--- config.mk ---
export PLATFORM = sky130hd
export DESIGN_NAME = prio_arbiter
export DESIGN_NICKNAME = d
export VERILOG_FILES = /design/src/rtl/prio_arbiter.sv
export SDC_FILE = /design/constraint.sdc
export NUM_CORES = 1
export LEC_CHECK = 0
export ABC_AREA = 1
export ABC_CLOCK_PERIOD_IN_PS = 2270
export BUFFER_PORTS_ARGS = -buffer_cell sky130_fd_sc_hd__buf_2
export CORE_ASPECT_RATIO = 0.6
export CORE_MARGIN = 1
export CORE_UTILIZATION = 41
export CTS_BUF_LIST = sky130_fd_sc_hd__clkbuf_8 sky130_fd_sc_hd__clkbuf_16
export CTS_CLUSTER_SIZE = 30
export DETAILED_ROUTE_END_ITERATION = 12
export HOLD_SLACK_MARGIN = 0.1
export PLACE_DENSITY = 0.64
export SYNTH_ARGS = -nofsm -noshare
export SYNTH_HDL_FRONTEND = slang
export SYNTH_SLANG_ARGS = --single-unit
export TNS_END_PERCENT = 1
--- constraint.sdc ---
create_clock -name clock -period 2.27 [get_ports clock]
set_input_delay 0.3405 -clock clock [delete_from_list [all_inputs] [get_ports clock]]
set_output_delay 0.3405 -clock clock [all_outputs]
set_load 0.1 [all_outputs]
--- src/rtl/prio_arbiter.sv ---
// Registered N-way arbiter with selectable fixed-priority or round-robin order.
// The round-robin pointer remembers the last winner and rotates the search downward from it.
module prio_arbiter #(
    parameter int N  = 8,
    parameter int IW = $clog2(N)
) (
    input  logic          clock,
    input  logic          reset,
    input  logic          en,
    input  logic          mode,
    input  logic [N-1:0]  req,
    output logic [N-1:0]  gnt,
    output logic          gnt_valid,
    output logic [IW-1:0] gnt_idx,
    output logic [IW-1:0] ptr
);

    logic [N-1:0]  gnt_r;
    logic          gnt_valid_r;
    logic [IW-1:0] gnt_idx_r;
    logic [IW-1:0] ptr_r;

    logic [IW-1:0] base_s;
    logic [IW-1:0] cand_s;
    logic [IW-1:0] win_idx_s;
    logic          win_found_s;
    logic          grant_s;
    logic [N-1:0]  gnt_next_s;

    // Search ptr-1 downward with wrap; fixed mode is the same search from base 0.
    always_comb begin
        win_found_s = 1'b0;
        win_idx_s   = {IW{1'b0}};
        cand_s      = {IW{1'b0}};
        if (mode) begin
            base_s = ptr_r;
        end else begin
            base_s = {IW{1'b0}};
        end
        for (int k = 1; k <= N; k++) begin
            cand_s = IW'((int'(base_s) + N - k) % N);
            if (!win_found_s && req[cand_s]) begin
                win_found_s = 1'b1;
                win_idx_s   = cand_s;
            end else begin
                win_found_s = win_found_s;
            end
        end
    end

    // Gate the search result with the enable and form the one-hot grant.
    always_comb begin
        grant_s = en & win_found_s;
        if (grant_s) begin
            gnt_next_s = {{(N-1){1'b0}}, 1'b1} << win_idx_s;
        end else begin
            gnt_next_s = {N{1'b0}};
        end
    end

    // Grant and pointer registers; the pointer only moves when a grant issues.
    always_ff @(posedge clock) begin
        if (reset) begin
            gnt_r       <= {N{1'b0}};
            gnt_valid_r <= 1'b0;
            gnt_idx_r   <= {IW{1'b0}};
            ptr_r       <= {IW{1'b0}};
        end else begin
            gnt_r       <= gnt_next_s;
            gnt_valid_r <= grant_s;
            gnt_idx_r   <= grant_s ? win_idx_s : {IW{1'b0}};
            ptr_r       <= grant_s ? win_idx_s : ptr_r;
        end
    end

    assign gnt       = gnt_r;
    assign gnt_valid = gnt_valid_r;
    assign gnt_idx   = gnt_idx_r;
    assign ptr       = ptr_r;

endmodule

==> metrics.yaml, run 1 <==
run_status:
  status: "finished, final reports clean"
worst_setup_path:
  cp-start-kind: "flop"
  crit_top_cell: "nand3_1"
  path_delay_family: "simple AND/OR/NAND/NOR gates"
  crit_slowest_cell: "dfxtp_4"
  worstPathBufferInverterCount: 1
  path_class: "flop to flop"
  crit_chain: "nand2_8, ha_4, nand3_1, nand2_2, nand2_2, nand2_4, nand3_4, nor2_4, nand3_1, nand2_1, inv_1, nand3_1, nand2_1, nand3_1, nor2_1"
  required_ns: 2.41
  slowest_delay_ns: 0.41
  worstPathMaxFanout: 6
  cp_data_arrival_time_ns: 2.36
  crit_path_end_kind: "flop"
clocking:
  root_buffer: "clkbuf_8"
  hold_buffers: 0
  path_clk_slew_ns: 0.06
  htreeDepth: 1
  clock_latency_ns: 0.25
  cts_tree: "done"
  clock_path_buffers: 2
  cts_sinks: 15
  cts-buffers-inserted: 3
grt:
  antenna_found_initial: 0
  grt_pass1_vias: 1348
  grt_usage_pct: 23.14
  grt_max_degree: 12
  overflow: 0
  use_met2_pct: 30.53
  met3_usage_pct: 9.333
  gr-usage-met1_pct: 35.32
  grt_pass1_wl_mm: 6.375
  top_usage_layer: "met1"
power_and_ir_drop:
  p_seq_share_pct: 12.6
  p_comb_share_pct: 80.9
  vdd_ir_drop_max_mv: 1.323
  switching_share_pct: 60.72
  p_leak_uw: 0.001092
  clkPwrFrac_pct: 6.5
  power.internal_uw: 1288
  switchingPower_uw: 1992
  power_density_nw_per_um2: 1601
floorplan:
  start_util_pct: 43.33
  die_x_um: 78.05
  num_rows: 16
  core_um2: 3283
  io_pins: 27
  die_y_um: 47.63
  dieArea_um2: 3717
drt:
  drc: 0
  num_vias: 1757
  wl_mm: 4.410
  postRouteAntennaNets: 0
  routed_via_density: 5.229
  first_pass_iters: 5
  wl_per_cell_um: 13.13
  drtIter0Drc: 162
cells_and_area:
  drive_gt1_share_pct: 44.33
  finalNetCount: 305
  syn2layout_area_growth_pct: 43.98
  n_antenna_cell: 0
yosys:
  synth-seq-cells: 15
  syn_nets: 248
  yosysSeqAreaShare_pct: 21.11
  synth.distinct_cells: 25
  ys.warnings.count: 0
  postSynthAreaPerCell_um2: 6.054
  netlist_area_um2: 1423
  synth_cells: 235
timing:
  rsz0062_at_grt: "true"
  setup_viol: 0
  hold_viol: 0
  setup-tns-final_ns: 0
  fin_crit_sh_pct: 97.91
  max-slew-margin-rel_pct: 67.35
  fin_crit_ns: 2.223
  slew_violations: 0
  fin_skew_ns: 0.001255
  fin_ws_ns: 0.04747
  fmaxAchievable_mhz: 449.9
  worstMarginPinSlew_ns: 0.4931
job:
  max_cap_violations: 0
placement:
  gp_congestion: 0.9479
  hpwl_mm: 3.311
  port_buffers: 26
  dp_slack_ns: -0.1124
min_path:
  hold_class: "primary input to flop"
-- tightest hold or removal path: stages --
cell and delay [ns]:
buf_2 0.11, nand3_2 0.09, nor2_1 0.05
-- cells in the mapped netlist (all sizes together) --
cell,instances,area share (%)
a21oi,1,0.35
buf,7,4.7
clkinv,1,0.35
dfxtp,15,21
ha,1,0.88
inv,24,6.3
nand2,89,27
nand3,63,24
nand4,9,4.8
nor2,16,4.7
nor3,1,0.70
nor4,1,1.5
o21ai,4,1.9
o21bai,1,0.53
xnor2,1,0.62
xor2,1,1.1
-- sequential cells by signal (all words and copies together) (netlist names) --
| name | count |
|---|---|
| gnt | 8 |
| gnt_idx | 3 |
| ptr | 3 |
| gnt_valid | 1 |
-- area by class of cell --
cell class                 count  area (µm²)
sequential                    15       309.0
timing repair buffer          59       381.6
multi-input combinational    188        1161
fill                         311        1235
inverter                      25       95.09
clock inverter                 1       3.754
clock buffer                   3       41.29
tap                           45       56.30
-- cells in the final DEF (no fill, tap or decap) --
master / n
buf_2: 26
nor4_4: 1
xor2_2: 1
o21ai_4: 1
dfxtp_4: 2
o21ai_1: 1
o21bai_1: 1
dfxtp_2: 1
dfxtp_1: 12
nand2_2: 23
nand3_4: 1
nor2_4: 1
xnor2_4: 1
nand3_1: 48
nor2_1: 14
nand2_1: 59
a21oi_1: 1
clkbuf_8: 3
clkinv_2: 1
nand4_4: 2
nand4_1: 7
inv_2: 7
nor2_2: 1
nand2_8: 1
o21ai_2: 1
o21ai_0: 1
nand2_4: 6
nand3_2: 14
nor3_4: 1
ha_4: 1
buf_4: 32
inv_1: 18
buf_6: 1
-- kinds of logic (layout without fill, tap and decap cells) --
kind of cell	after synthesis	after routing	synth area share [%]
buf+inv	32	88	11.43
simple gates	179	179	62.00
flops	15	15	21.11
fa+ha+maj	1	1	0.8794
compound gates	6	6	2.814
xor+xnor	2	2	1.759
-- worst paths after layout --
kind / from / endpoint / slack (ns) / cells past startpoint
setup / recovery: ptr[0] / gnt[4] / 0.05 / 15
hold / removal: en / gnt_idx[0] / 0.38 / 3
hold reg to reg: ptr[2] / ptr[2] / 0.54 / 2
setup reg to reg: ptr[0] / gnt[4] / 0.05 / 15
-- what timing repair did --
action,in CTS,in global routing
gates resized for setup,0,40
setup endpoints to repair,0,14
buffers inserted,0,6
-- per-stage QoR --
stage	instances	hold slack (ns)	utilization [%]	cell area, µm²	total power, µW
floorplan	235	0.5024	-	1475	2126
global placement	326	0.5167	54.61	1793	2663
detailed placement	326	0.5279	54.61	1793	2651
CTS	330	0.3773	55.98	1838	2868
global route	336	0.3706	62.39	2048	3488
finish	336	0.3824	62.39	2048	3280
-- power groups by stage --
stage / Clock, µW / Combinational [µW] / Sequential, µW
3_5_place_dp: 0 / 2230 / 418
4_1_cts: 214 / 2240 / 413
6_report: 213 / 2650 / 414
3_3_place_gp: 0 / 2240 / 420
2_1_floorplan: 0 / 1140 / 983
5_1_grt: 237 / 2820 / 427
-- metal layers --
| layer | share of wire, % | vias up |
|---|---|---|
| met2 | 40 | 72 |
| met5 | 0 | - |
| met4 | 0.36 | 0 |
| met1 | 50 | 797 |
| li1 | - | 886 |
| met3 | 9.6 | 2 |
Power figures use the tool's default switching activity.
==> inputs of run 2 (changes only) <==
CTS_BUF_LIST = not set   (was sky130_fd_sc_hd__clkbuf_8 sky130_fd_sc_hd__clkbuf_16)
==> run 2 against run 1 <==
Against the previous run: combinational power barely moved; core utilization decreased by 0.15 points; die area unchanged; worst hold slack better by 0.00090 ns; fmax rose by 0.60%; register-to-register slack about the same.
==> metrics.yaml, run 2 (synthesis results as in run 1) <==
cells_and_area:
  multiInputGateArea_um2: 1156  # -0.43%
  stdcell_area_um2: 2043  # -0.24%
  largest_reg_flops: 8  # unchanged
  syn2layout_area_growth_pct: 43.62
  drive_gt1_share_pct: 43.99  # -0.34 points
  seq_area_um2: 309.0  # unchanged
  finalNetCount: 305  # unchanged
  layout_commonest_cell: "nand2_1"
  final_cell_mix: "nand2_1, nand3_1, buf_4"
  fillers: 313  # +0.64%
  instances_no_fill: 336  # unchanged
  n_antenna_cell: 0  # unchanged
drt:
  num_vias: 1766  # +0.51%
  postRouteAntennaNets: 0  # unchanged
  drc: 0  # unchanged
  wl_per_cell_um: 13.14  # +0.11%
  first_pass_iters: 4  # -1
  routed_via_density: 5.256  # +0.51%
  wl_mm: 4.415  # +0.11%
  drtIter0Drc: 224  # +38%
timing:
  fin_skew_ns: 0.001334  # +0.00007902 ns
  max-slew-margin-rel_pct: 67.51  # +0.16 points
  rsz0062_at_grt: "true"
  slew_violations: 0  # unchanged
  hold_viol: 0  # unchanged
  fin_crit_sh_pct: 97.33  # -0.58 points
  fin_crit_ns: 2.209  # -0.01319 ns
  worstMarginPinSlew_ns: 0.4908  # -0.002360 ns
  fmaxAchievable_mhz: 452.6  # +0.60%
  setup_viol: 0  # unchanged
worst_setup_path:
  worstPathMaxFanout: 6  # unchanged
  r2r_end: "ptr[1]"
  cp-start-kind: "flop"
  required_ns: 2.41  # about the same
  worstReg2RegStart: "ptr[0]"
  path_class: "flop to flop"
  r2r_cells: 16  # +1
  crit_path_end_kind: "flop"
  cp_data_arrival_time_ns: 2.35  # about the same
  rrSetupSlack_ns: 0.06  # about the same
placement:
  hpwl_mm: 3.311  # unchanged
  port_buffers: 26  # unchanged
  gp_congestion: 0.9479  # unchanged
  post-place-cells: 326  # unchanged
  post_dp_cell_area_um2: 1793  # unchanged
min_path:
  holdPathStages: 3  # unchanged
  hold_class: "primary input to flop"
  min_from: "en"
  holdPathEnd: "gnt_idx[0]"
floorplan:
  io_pins: 27  # unchanged
  core_um2: 3283  # unchanged
  num_rows: 16  # unchanged
  die_x_um: 78.05  # unchanged
  dieArea_um2: 3717  # unchanged
  die_y_um: 47.63  # unchanged
  start_util_pct: 43.33  # unchanged
clocking:
  clock_latency_ns: 0.25  # about the same
  cts_tree: "done"
  clock_path_buffers: 2  # unchanged
  cts-buffers-inserted: 3  # unchanged
  path_clk_slew_ns: 0.06  # about the same
  htreeDepth: 1  # unchanged
  cts_sinks: 15  # unchanged
  root_buffer: "clkbuf_8"
  hold_buffers: 0  # unchanged
grt:
  antenna_found_initial: 0  # unchanged
  grt_max_degree: 12  # unchanged
  grt_pass1_wl_mm: 6.375  # unchanged
  grt_pass1_vias: 1348  # unchanged
  overflow: 0  # unchanged
  grt_usage_pct: 23.14  # unchanged
run_status:
  status: "finished, final reports clean"
power_and_ir_drop:
  finalPower_uw: 3285  # +0.15%
  p_leak_uw: 0.001088  # -0.45%
  vdd_ir_drop_max_mv: 1.327  # +0.27%
  power_density_nw_per_um2: 1608  # +0.40%
job:
  max_cap_violations: 0  # unchanged
-- run 2: cell types whose count changed in the layout (fill, tap and decap cells not counted) --
cell	previous run	this run
clkbuf_1	0	1
inv_1	18	17
nand3_1	48	49
nand3_2	14	13
-- run 2: stage by stage --
step           worst slack (ns)  hold WS (ns)  util, %  setup TNS (ns)
2_1_floorplan          -0.08723        0.5024        -         -0.9637
3_3_place_gp           -0.07783        0.5167    54.61         -0.7594
3_5_place_dp            -0.1124        0.5279    54.61          -1.208
4_1_cts                 0.03084        0.3776    55.98               0
5_1_grt                -0.05693        0.3711    62.23         -0.3447
6_report                0.06066        0.3833    62.23               0
-- run 2: worst max path at each step --
stage / startpoint / to / cells past startpoint
floorplan: ptr[0] / ptr[1] / 15
global placement: mode / ptr[1] / 15
detailed placement: mode / ptr[1] / 15
CTS: ptr[0] / ptr[1] / 14
global route: ptr[0] / gnt[4] / 16
finish: ptr[0] / ptr[1] / 16
-- run 2: repair_timing --
item                                    CTS  global route
gates resized for setup                   0            39
endpoints found under the setup margin    0            14
buffers inserted                          0             6
hold endpoints to repair                  0             0
-- run 2: report_power, final --
| group | total (µW) | internal [µW] | switching, µW |
|---|---|---|---|
| Clock | 217 | 124 | 92.2 |
| Combinational | 2650 | 816 | 1840 |
| Sequential | 414 | 353 | 61.2 |
| Total | 3280 | 1290 | 1990 |
-- run 2: worst max-delay path: stages, from the launching register on --
cell	delay (ns)
dfxtp_4	0.40
nand2_8	0.08
ha_4	0.28
inv_2	0.05
nand3_2	0.07
nand2_1	0.07
nand2_2	0.08
nand2_4	0.08
buf_6	0.12
nand4_1	0.10
nand3_1	0.12
nand2_1	0.11
nand2_2	0.08
o21ai_4	0.19
nand2_2	0.12
nand2_2	0.10
nand2_1	0.05
-- run 2: per-layer routing --
layer	vias up	GRT usage [%]	share of wire, %
li1	887	-	-
met1	807	35.32	51
met2	68	30.53	40
met3	4	9.333	8.2
met4	0	1.111	0.61
met5	-	0	0
-- run 2: cell type report --
cell class,instances,share of cell area [%]
sequential,15,15.13
tap,45,2.756
timing repair buffer,59,18.68
inverter,25,4.654
clock buffer,4,2.205
multi-input combinational,188,56.58
==> inputs of run 3 (changes only) <==
ABC_CLOCK_PERIOD_IN_PS = 2000   (was 2270)
RECOVER_POWER = 100   (was not set)
TNS_END_PERCENT = not set   (was 1)
clock period = 2 ns   (was 2.27 ns; I/O delays follow)
==> run 3 against run 2 <==
Against the previous run: critical path type unchanged; setup slack lost 0.25 ns; the run now ends with setup timing left; sequential share of layout area shrank 2.0 points; critical path depth shrank 2; first-iteration DRC count shrank 23%; largest power group unchanged.
==> metrics.yaml, run 3 (synthesis results as in run 1) <==
clocking:
  path_clk_slew_ns: 0.06  # about the same
  clock_path_buffers: 2  # unchanged
  root_buffer: "clkbuf_8"
  cts_tree: "done"
  htreeDepth: 1  # unchanged
  cts-buffers-inserted: 3  # unchanged
  cts_sinks: 15  # unchanged
  clock_latency_ns: 0.24  # about the same
cells_and_area:
  n_antenna_cell: 0  # unchanged
  layout_commonest_cell: "buf_4"
  stdcell_area_um2: 2356  # +15%
  syn2layout_area_growth_pct: 65.61
  finalNetCount: 331  # +8.5%
  drive_gt1_share_pct: 50.47  # +6.5 points
  fin_util_pct: 71.76  # +9.5 points
  largest_reg_flops: 8  # unchanged
  final_cell_mix: "buf_4, nand2_1, nand3_1"
  fillers: 266  # -15%
power_and_ir_drop:
  finalPower_uw: 4037  # +23%
  power_density_nw_per_um2: 1713  # +6.6%
  p_leak_uw: 0.001165  # +7.1%
  vdd_ir_drop_max_mv: 1.088  # -18%
placement:
  post_dp_cell_area_um2: 1956  # +9.1%
  hpwl_mm: 3.550  # +7.2%
  gp_congestion: 0.9331  # -1.6%
  port_buffers: 26  # unchanged
timing:
  fin_crit_sh_pct: 109.3  # +12 points
  fin_ws_ns: -0.1859  # -0.2466 ns
  worstMarginPinSlew_ns: 1.163  # +0.6726 ns
  rsz0062_at_grt: "true"
  fin_crit_ns: 2.186  # -0.02342 ns
  hold_viol: 0  # unchanged
  fin_skew_ns: 0.001409  # +0.00007433 ns
  fmaxAchievable_mhz: 457.5  # +1.1%
  fin_hold_ws_ns: 0.3477  # -0.03558 ns
  slew_violations: 0  # unchanged
  setup_viol: 15  # +15
  max-slew-margin-rel_pct: 22.78  # -45 points
floorplan:
  dieArea_um2: 3717  # unchanged
  io_pins: 27  # unchanged
  num_rows: 16  # unchanged
  core_um2: 3283  # unchanged
  die_x_um: 78.05  # unchanged
  start_util_pct: 43.33  # unchanged
  die_y_um: 47.63  # unchanged
worst_setup_path:
  cp-start-kind: "flop"
  crit_path_end_kind: "flop"
  path_delay_family: "simple AND/OR/NAND/NOR gates"
  crit_top_cell: "nand3_4"
  critPathLaunch: "ptr[1]"
  worstPathBufferInverterCount: 2  # unchanged
  required_ns: 2.14  # -0.27 ns
  path_class: "flop to flop"
  cp_data_arrival_time_ns: 2.33  # -0.02 ns
  worstReg2RegStart: "ptr[1]"
  slowest_delay_ns: 0.39  # about the same
  crit_slowest_cell: "dfxtp_4"
  crit_chain: "nand2_8, ha_4, inv_4, nand3_4, nand2_2, nand2_2, nand2_4, nand4_4, nor3_4, nand3_2, nand3_4, inv_4, nand3_4, nor2_1"
  worstPathMaxFanout: 5  # -1
drt:
  drtIter0Drc: 172  # -23%
  wl_mm: 4.718  # +6.9%
  drc: 0  # unchanged
  postRouteAntennaNets: 0  # unchanged
  num_vias: 1861  # +5.4%
  routed_via_density: 5.141  # -2.2%
  wl_per_cell_um: 13.03  # -0.81%
  first_pass_iters: 5  # +1
min_path:
  min_from: "en"
  hold_class: "primary input to flop"
run_status:
  status: "finished, violations left"
  failed_checks: "setup timing"
grt:
  grt_pass1_vias: 1531  # +14%
  grt_max_degree: 10  # -2
  grt_usage_pct: 25.45  # +2.3 points
  overflow: 0  # unchanged
  antenna_found_initial: 0  # unchanged
  grt_pass1_wl_mm: 7.120  # +12%
job:
  max_cap_violations: 0  # unchanged
==> run 3: path summary, 6_finish.rpt <==
| path | endpoint | slack (ns) | cells past startpoint |
|---|---|---|---|
| max | gnt[0] | -0.19 | 14 |
| min | gnt_valid | 0.35 | 3 |
| min reg2reg | ptr[2] | 0.63 | 3 |
| max reg2reg | gnt[0] | -0.19 | 14 |
==> run 3: worst reg2reg max path: stages, from the launching register on <==
cell and delay, ns:
dfxtp_4 0.39, nand2_8 0.08, ha_4 0.28, inv_4 0.09, nand3_4 0.09, nand2_2 0.07
nand2_2 0.06, nand2_4 0.10, nand4_4 0.16, nor3_4 0.26, nand3_2 0.16, nand3_4 0.13
inv_4 0.06, nand3_4 0.09, nor2_1 0.06
==> run 3: final cells by class <==
cell class | count | area [µm²] | area share, %
Sequential cell | 15 | 309.0 | 13.12
Tap cell | 45 | 56.30 | 2.390
Inverter | 25 | 100.1 | 4.249
Clock buffer | 4 | 45.04 | 1.912
Timing Repair Buffer | 85 | 568.0 | 24.11
Multi-Input combinational cell | 188 | 1277 | 54.22
==> run 3: what timing repair did <==
item                                    in CTS  in global routing
hold buffers                                 0                  0
pin swaps                                   25                 15
resized for setup                           37                 30
setup buffers                                8                  5
hold endpoints to repair                     0                  0
endpoints found under the setup margin      15                 15
==> run 3: metal layers <==
metal / up-vias / GRT usage [%] / wire length, µm
li1: 939 / - / -
met1: 840 / 37.80 / 2325
met2: 82 / 40.18 / 1956
met3: 0 / 4.952 / 436
met4: 0 / 1.111 / 0
met5: - / 0 / 0
==> run 3: report_power, final <==
group / leakage, µW / internal [µW] / switching (µW) / total, µW
clock network: 0.0000228 / 141 / 99.1 / 240
registers: 0.000124 / 401 / 64.6 / 466
logic: 0.00102 / 1120 / 2220 / 3330
==> run 3: through the flow <==
| stage | setup slack [ns] | cells | TNS (ns) |
|---|---|---|---|
| after global routing | -0.3069 | 362 | -4.190 |
| after global placement | -0.2687 | 346 | -3.370 |
| after CTS | -0.09922 | 358 | -1.052 |
| final | -0.1859 | 362 | -2.417 |
| after detailed placement | -0.2961 | 346 | -3.861 |
| after floorplan | -0.3534 | 235 | -4.821 |
